## src/rtl/lc3b_pkg.sv

```systemverilog
// Opcodes, FSM state encoding, condition-code bit positions and the
// sign-extension helper shared by the lc3b multi-cycle core.
package lc3b_pkg;

  localparam int LC3B_NREG = 8;

  localparam logic [3:0] OP_BR   = 4'b0000;
  localparam logic [3:0] OP_ADD  = 4'b0001;
  localparam logic [3:0] OP_AND  = 4'b0101;
  localparam logic [3:0] OP_LDW  = 4'b0110;
  localparam logic [3:0] OP_STW  = 4'b0111;
  localparam logic [3:0] OP_NOT  = 4'b1001;
  localparam logic [3:0] OP_LEA  = 4'b1110;
  localparam logic [3:0] OP_TRAP = 4'b1111;

  localparam int CC_N = 2;
  localparam int CC_Z = 1;
  localparam int CC_P = 0;

  typedef enum logic [2:0] {
    ST_FETCH  = 3'd0,
    ST_DECODE = 3'd1,
    ST_EXEC   = 3'd2,
    ST_MEM    = 3'd3,
    ST_HALT   = 3'd4
  } state_t;

  // Sign-extend the low 'bits' bits of an instruction word to 16 bits.
  // Upper instruction bits are masked off, so the whole IR can be passed in.
  function automatic logic [15:0] sext(input logic [15:0] v, input int bits);
    logic [15:0] hi;
    logic        sgn;
    hi  = 16'hFFFF << bits;
    sgn = |(v & (16'h0001 << (bits - 1)));
    return sgn ? (v | hi) : (v & ~hi);
  endfunction

endpackage

```

## src/rtl/lc3b_regfile.sv

```systemverilog
// General-purpose register file: two combinational read ports, one
// synchronous write port, cleared by the asynchronous reset.
module lc3b_regfile
  import lc3b_pkg::*;
#(
  parameter int DATA_W = 16,
  parameter int NREG   = LC3B_NREG
) (
  input  logic              clk,
  input  logic              rst,
  input  logic [2:0]        raddr1,
  output logic [DATA_W-1:0] rdata1,
  input  logic [2:0]        raddr2,
  output logic [DATA_W-1:0] rdata2,
  input  logic              we,
  input  logic [2:0]        waddr,
  input  logic [DATA_W-1:0] wdata
);

  logic [DATA_W-1:0] regs [NREG];

  // register storage: cleared on reset, written on the clock edge when we=1
  always_ff @(posedge clk or posedge rst) begin
    if (rst) begin
      for (int i = 0; i < NREG; i++) regs[i] <= '0;
    end else if (we) begin
      regs[waddr] <= wdata;
    end
  end

  assign rdata1 = regs[raddr1];
  assign rdata2 = regs[raddr2];

endmodule

```

## src/rtl/lc3b_mc_core.sv

```systemverilog
// Multi-cycle LC-3b core with its own control FSM and a req/ready memory port.
//
// state  | meaning
// FETCH  | read instruction at PC (first cycle after reset raises the request)
// DECODE | read register file, latch operands, form LDW/STW effective address
// EXEC   | ALU/BR/LEA complete and launch next fetch; LDW/STW launch data access
// MEM    | wait for data access; LDW writes DR and CC, then launch next fetch
// HALT   | TRAP or illegal opcode; no requests until reset
module lc3b_mc_core
  import lc3b_pkg::*;
#(
  parameter int                DATA_W   = 16,
  parameter int                NREG     = LC3B_NREG,
  parameter logic [DATA_W-1:0] PC_RESET = 'h3000,
  parameter int                PC_INC   = DATA_W / 8
) (
  input  logic              clk,
  input  logic              reset,
  output logic              mem_req,
  output logic              mem_we,
  output logic [DATA_W-1:0] mem_addr,
  output logic [DATA_W-1:0] mem_wdata,
  input  logic [DATA_W-1:0] mem_rdata,
  input  logic              mem_ready,
  output logic [DATA_W-1:0] pc_out,
  output logic [2:0]        cc_out,
  output logic              halted,
  output logic              illegal
);

  state_t            state;
  logic [15:0]       ir;
  logic [DATA_W-1:0] pc;
  logic [2:0]        cc;
  logic [DATA_W-1:0] a_q, b_q, ea_q;

  logic [3:0]        opcode;
  logic [2:0]        rf_raddr2;
  logic [DATA_W-1:0] rd1, rd2;
  logic [DATA_W-1:0] imm5_x, off6_x, off9_x;
  logic [DATA_W-1:0] alu_b, br_target, next_pc;
  logic [DATA_W-1:0] wb_data;
  logic              rf_we;
  logic              br_taken;
  logic              mem_done;

  function automatic logic [2:0] cc_of(input logic [DATA_W-1:0] v);
    logic [2:0] c;
    c = 3'b000;
    if (v[DATA_W-1])  c[CC_N] = 1'b1;
    else if (v == '0) c[CC_Z] = 1'b1;
    else              c[CC_P] = 1'b1;
    return c;
  endfunction

  assign opcode    = ir[15:12];
  // STW reads its source register through port 2 in place of SR2
  assign rf_raddr2 = (opcode == OP_STW) ? ir[11:9] : ir[2:0];
  assign imm5_x    = DATA_W'($signed(sext(ir, 5)));
  assign off6_x    = DATA_W'($signed(sext(ir, 6)));
  assign off9_x    = DATA_W'($signed(sext(ir, 9)));
  assign alu_b     = ir[5] ? imm5_x : b_q;
  assign br_target = pc + (off9_x << 1);
  assign br_taken  = |(ir[11:9] & cc);
  assign next_pc   = (opcode == OP_BR && br_taken) ? br_target : pc;
  assign mem_done  = mem_req && mem_ready;

  lc3b_regfile #(.DATA_W(DATA_W), .NREG(NREG)) u_regfile (
    .clk    (clk),
    .rst    (reset),
    .raddr1 (ir[8:6]),
    .rdata1 (rd1),
    .raddr2 (rf_raddr2),
    .rdata2 (rd2),
    .we     (rf_we),
    .waddr  (ir[11:9]),
    .wdata  (wb_data)
  );

  // register write-back: ALU/LEA results in EXEC, load data on MEM completion
  always_comb begin
    rf_we   = 1'b0;
    wb_data = '0;
    case (state)
      ST_EXEC: begin
        case (opcode)
          OP_ADD:  begin rf_we = 1'b1; wb_data = a_q + alu_b; end
          OP_AND:  begin rf_we = 1'b1; wb_data = a_q & alu_b; end
          OP_NOT:  begin rf_we = 1'b1; wb_data = ~a_q;        end
          OP_LEA:  begin rf_we = 1'b1; wb_data = br_target;   end
          default: ;
        endcase
      end
      ST_MEM: begin
        if (opcode == OP_LDW) begin
          rf_we   = mem_done;
          wb_data = mem_rdata;
        end
      end
      default: ;
    endcase
  end

  // control FSM with registered memory-port, PC, IR, CC and status outputs
  always_ff @(posedge clk or posedge reset) begin
    if (reset) begin
      state     <= ST_FETCH;
      pc        <= PC_RESET;
      ir        <= '0;
      cc        <= 3'b010;
      a_q       <= '0;
      b_q       <= '0;
      ea_q      <= '0;
      mem_req   <= 1'b0;
      mem_we    <= 1'b0;
      mem_addr  <= '0;
      mem_wdata <= '0;
      halted    <= 1'b0;
      illegal   <= 1'b0;
    end else begin
      case (state)
        ST_FETCH: begin
          if (!mem_req) begin
            mem_req  <= 1'b1;
            mem_we   <= 1'b0;
            mem_addr <= pc;
          end else if (mem_ready) begin
            ir      <= mem_rdata[15:0];
            pc      <= pc + DATA_W'(PC_INC);
            mem_req <= 1'b0;
            state   <= ST_DECODE;
          end
        end
        ST_DECODE: begin
          a_q   <= rd1;
          b_q   <= rd2;
          ea_q  <= rd1 + (off6_x << 1);
          state <= ST_EXEC;
        end
        ST_EXEC: begin
          case (opcode)
            OP_ADD, OP_AND, OP_NOT, OP_LEA, OP_BR: begin
              if (opcode != OP_LEA && opcode != OP_BR) cc <= cc_of(wb_data);
              pc       <= next_pc;
              mem_req  <= 1'b1;
              mem_we   <= 1'b0;
              mem_addr <= next_pc;
              state    <= ST_FETCH;
            end
            OP_LDW, OP_STW: begin
              mem_req   <= 1'b1;
              mem_we    <= (opcode == OP_STW);
              mem_addr  <= ea_q;
              mem_wdata <= b_q;
              state     <= ST_MEM;
            end
            OP_TRAP: begin
              halted <= 1'b1;
              state  <= ST_HALT;
            end
            default: begin
              illegal <= 1'b1;
              halted  <= 1'b1;
              state   <= ST_HALT;
            end
          endcase
        end
        ST_MEM: begin
          if (mem_ready) begin
            if (opcode == OP_LDW) cc <= cc_of(wb_data);
            mem_req  <= 1'b1;
            mem_we   <= 1'b0;
            mem_addr <= pc;
            state    <= ST_FETCH;
          end
        end
        default: begin
          mem_req <= 1'b0;
          halted  <= 1'b1;
          state   <= ST_HALT;
        end
      endcase
    end
  end

  assign pc_out = pc;
  assign cc_out = cc;

endmodule

```

## config.mk

```make
export PLATFORM = sky130hd
export DESIGN_NAME = lc3b_mc_core
export DESIGN_NICKNAME = d
export VERILOG_FILES = /design/src/rtl/lc3b_pkg.sv /design/src/rtl/lc3b_regfile.sv /design/src/rtl/lc3b_mc_core.sv
export SDC_FILE = /design/constraint.sdc
export NUM_CORES = 1
export LEC_CHECK = 0
export ABC_AREA = 1
export BUFFER_PORTS_ARGS = -buffer_cell sky130_fd_sc_hd__clkbuf_2
export CAP_MARGIN = 20
export CORE_ASPECT_RATIO = 1.2
export CORE_MARGIN = 2
export CORE_UTILIZATION = 63
export DETAILED_ROUTE_END_ITERATION = 8
export PLACE_DENSITY = 0.81
export SYNTH_ARGS = -nofsm -noshare
export SYNTH_HDL_FRONTEND = slang
export SYNTH_SLANG_ARGS = --single-unit
```

## constraint.sdc

```tcl
create_clock -name clk -period 10.06 [get_ports clk]
set_input_delay 0.503 -clock clk [delete_from_list [all_inputs] [get_ports clk]]
set_output_delay 0.503 -clock clk [all_outputs]
set_load 0.05 [all_outputs]
```

==> results.rst <==
.. list-table::
   :header-rows: 1

   * - Metric
     - Value
   * - Run status
     - finished clean
   * - Final standard cell count with taps included and fillers excluded
     - approximately 2,500
   * - Die area
     - between 20,000 and 30,000 sq um
   * - Required time of the worst setup path
     - ~11 ns
   * - Crit. Startpoint
     - ir[6]
   * - Cell count after synthesis
     - about 2,100
   * - Cell total after placement
     - 2,460
   * - Number of top-level design ports
     - 74
   * - DRT antenna net count
     - 0
   * - Post-Route Utilization
     - a little over two thirds
   * - CTS-repair resized insts
     - 0
   * - Element type at the critical path start
     - flip-flop
   * - Part of the cycle the worst path needs
     - roughly two fifths
   * - TritonCTS clock tree
     - built
   * - Number of antenna violations at the first check in global routing
     - 0
   * - Inserted Clock Buffers
     - 26
   * - Most frequent cell after synthesis
     - nand2_1
   * - Number of enable-type register cells in the synthesized netlist
     - 0
   * - FF+latch area
     - roughly 6200 sq um
   * - Via count normalized by instance count
     - slightly above 6
   * - Global router's overall resource usage
     - 41.3%
   * - Type of the worst min-delay path
     - primary input to asynchronous set/reset pin
   * - Pre-Repair DR Iteration Count
     - 6
   * - Pleak
     - approximately 8.3 nW
   * - Slew headroom
     - ~30%
   * - PD cells
     - around 130 nW/um^2
   * - Routed length on met2
     - 25.6 mm
   * - Number of max-cap violations
     - 0
   * - Post-DP HPWL
     - ~38 mm
   * - Largest clock skew in the final design
     - around 0.017 ns
   * - Detailed-routed wire length on met3
     - roughly 4.3 mm
   * - Met1 routed wirelength after detailed routing
     - around 19 mm
   * - DRT iter0 DRCs
     - roughly 1,800
   * - Final hold viol count
     - 0
   * - Total area of multi-input combinational cells
     - about 7700 sq um
   * - Buffer count from post-CTS setup fixing
     - 0
   * - Net count reported at finish
     - roughly 2,200
   * - Core region area
     - 24,000 sq um
   * - Setup crit end kind
     - flip-flop
   * - Post-synthesis cell type with the largest combined area
     - dfrtp_1
   * - Min setup slack post-route
     - just over 6 ns
   * - Seq cells post-synth
     - 248
   * - Residual overflow from global routing
     - 0
   * - Peak per-stage delay on the critical path
     - about 0.46 ns
   * - Worst Path Arrival
     - 4.27 ns
   * - Top_reg_cell synth
     - dfrtp_1
   * - Number of endpoints failing setup at the final stage
     - 0
   * - Maximum buffer depth of the clock tree
     - 3
   * - Area growth from synthesis to layout
     - 9.36%
   * - Total design power
     - roughly 0.0021 W
   * - Post-synth top cells
     - 542 x nand2_1, 293 x o21ai_0, 258 x inv_1
   * - Vert. Die Dim
     - between 150 and 200 um
   * - Buffers added on ports
     - 72
   * - Die width
     - ~150 um
   * - Area share of the largest cell type after synthesis
     - about two fifths
   * - Effective utilization at floorplan
     - about 64%
   * - Average size of a mapped cell
     - roughly 7.2 sq um
   * - Number of H-tree branching levels
     - 1
   * - Synth async-reset ratio
     - 100%
   * - Fmax
     - roughly 0.26 GHz
   * - Cell chain of the critical path
     - clkinv_1 > buf_4 > o21ai_0 > a21oi_1 > a31oi_1 > ha_1 > a21oi_1 > nand2_1 > nand2_1 > nand2_1 > a21oi_1 > o21bai_1 > a21oi_1 > o21ai_0 > or2_2 > nand3_1 > nand2_1
   * - Total detailed-routing wirelength
     - between 50 and 60 mm
   * - Final estimated routing congestion in global placement
     - a little under 1
   * - Sinks on the clock net
     - around 250
   * - Launch instance of the worst register-to-register path
     - ir[6]
   * - Worst slack at placement
     - approximately 6.3 ns
   * - Number of distinct standard cells referenced by the synthesized netlist
     - 54
   * - Clock slew seen by the registers of the worst setup and hold paths
     - approximately 0.060 ns
   * - Worst slew pin tran
     - around 1.0 ns
   * - Uppermost layer routed
     - met4
   * - Leading cell types by total area after synthesis
     - dfrtp_1 40%, nand2_1 13%, o21ai_0 9.5%, inv_1 6.3%, a21oi_1 3.7%
   * - Sequential element share of the synthesized area
     - roughly 40%
   * - Clock root cell
     - clkbuf_16
   * - Worst VDD drop
     - 148 uV
   * - Slowest library cell on the worst path
     - clkinv_1
   * - Remaining DRCs
     - 0
   * - Vias
     - 15,649
   * - Largest net degree at the start of global routing
     - 109
   * - Mean routed wirelength per cell
     - 21.2 um
   * - Latest clock arrival within the worst-skew pair
     - approximately 0.55 ns
   * - Slew Limit Fails
     - 0
   * - Count of filler cells inserted in the layout
     - just over 2,000
   * - Number of hold-repair buffers added at the cts stage
     - 0
   * - Crit path max fanout
     - 23
   * - Vias in the first global route
     - ~15,000
   * - Share of post-route cells with drive strength above 1
     - under 10%
   * - Min Tclk post-route
     - between 3 and 4 ns
   * - Count of yosys warnings during synthesis
     - 0
   * - Number of standard-cell rows in the floorplan
     - 62
   * - Post-synth design cell area
     - ~15,000 sq um
   * - Summed negative setup slack over all endpoints
     - 0 ns
   * - Setup repair after global routing missed its margin
     - false
   * - Worst setup path category
     - flip-flop to flip-flop
   * - Wire length of the first global-routing pass
     - between 80 and 90 mm
   * - Post-synthesis net count
     - about 2,200
state kept, by name, indices dropped and copies added, names as in the netlist:
| signal | cells |
|---|---|
| a_q | 16 |
| ir | 16 |
| illegal | 1 |
| cc_out | 3 |
| mem_wdata | 16 |
| b_q | 16 |
| state | 3 |
| mem_addr | 16 |
| pc_out | 15 |
| halted | 1 |
| mem_req | 1 |
| u_regfile.regs | 128 |
| ea_q | 15 |
| mem_we | 1 |
per-layer routing:
| layer | vias to the layer above | global-route usage, % |
|---|---|---|
| met5 | - | 0 |
| met3 | 239 | 6.42 |
| li1 | 7167 | - |
| met4 | 0 | 27.7 |
| met1 | 7361 | 48.2 |
| met2 | 882 | 70.4 |
stage by stage:
step,instance area [sq um],hold slack [ns]
after floorplan,15400,0.442
after global placement,15900,0.453
after detailed placement,15900,0.455
after CTS,16900,0.136
after global routing,16900,0.198
final,16900,0.117
critical path: cells and delay by family (launching register included):
| family | cells | cell delay [ns] |
|---|---|---|
| DFF | 1 | 0.36 |
| adders and majority gates | 1 | 0.35 |
| AOI/OAI and AO/OA | 8 | 1.47 |
| and+or+nand+nor | 6 | 0.66 |
| buffers and inverters | 2 | 0.88 |
logic make-up (layout without fill, tap and decap cells):
group / after synthesis / in the layout / synth area share, %
compound gates: 615 / 615 / 22.1
xor+xnor: 18 / 18 / 1.02
flops: 248 / 248 / 40.2
fa+ha+maj: 48 / 48 / 4.04
simple gates: 834 / 834 / 22.8
mux: 1 / 1 / 0.0649
other cells: 1 / 2 / 0.0243
buf+inv: 382 / 423 / 9.71
final timing paths:
kind / to / slack [ns] / cells after the start
max reg2reg: ea_q[13] / 6.23 / 17
min: u_regfile.regs[66] / 0.12 / 2
min in group clk: ir[15] / 0.18 / 3
max: ea_q[13] / 6.23 / 17
max in group asynchronous: b_q[13] / 7.61 / 4
min reg2reg: halted / 0.48 / 1
cell usage in the layout, fill, tap and decap left out, types with 5 or more instances in the layout:
| master | netlist | routed |
|---|---|---|
| a211oi_1 | 5 | 5 |
| a21oi_1 | 114 | 114 |
| a31oi_1 | 21 | 21 |
| a41oi_1 | 5 | 5 |
| buf_4 | 7 | 22 |
| clkbuf_16 | 0 | 26 |
| clkbuf_2 | 1 | 72 |
| clkbuf_8 | 0 | 7 |
| dfrtp_1 | 245 | 244 |
| ha_1 | 45 | 45 |
| inv_1 | 258 | 257 |
| inv_2 | 19 | 19 |
| nand2_1 | 542 | 542 |
| nand3_1 | 93 | 93 |
| nand3b_1 | 11 | 11 |
| nand4_1 | 10 | 10 |
| nor2_1 | 136 | 135 |
| nor2_4 | 4 | 5 |
| nor3_1 | 6 | 6 |
| nor4_4 | 5 | 5 |
| o211ai_1 | 27 | 27 |
| o21ai_0 | 293 | 293 |
| o21ai_1 | 89 | 88 |
| o221ai_1 | 20 | 20 |
| o22ai_1 | 14 | 14 |
| o311ai_0 | 8 | 8 |
| o311ai_1 | 8 | 8 |
| or2_2 | 8 | 8 |
| xor2_1 | 15 | 15 |
where the power goes:
group	internal [W]	leakage [nW]	switching [W]
Sequential	0.00101	3.02	0.00000688
Clock	0.000632	0.459	0.000420
Combinational	0.0000168	4.78	0.0000464
Total	0.00166	8.26	0.000473
final cells by class:
type,instances,share of cell area [%]
inverters,281,6.31
clock inverters,11,1.05
well taps,320,2.37
multi-input cells,1517,45.8
flip-flops and latches,248,36.8
clock buffers,37,4.51
repair buffers,94,3.11
diodes,1,0.0148
Note: power is estimated with default switching activity, not from simulation.
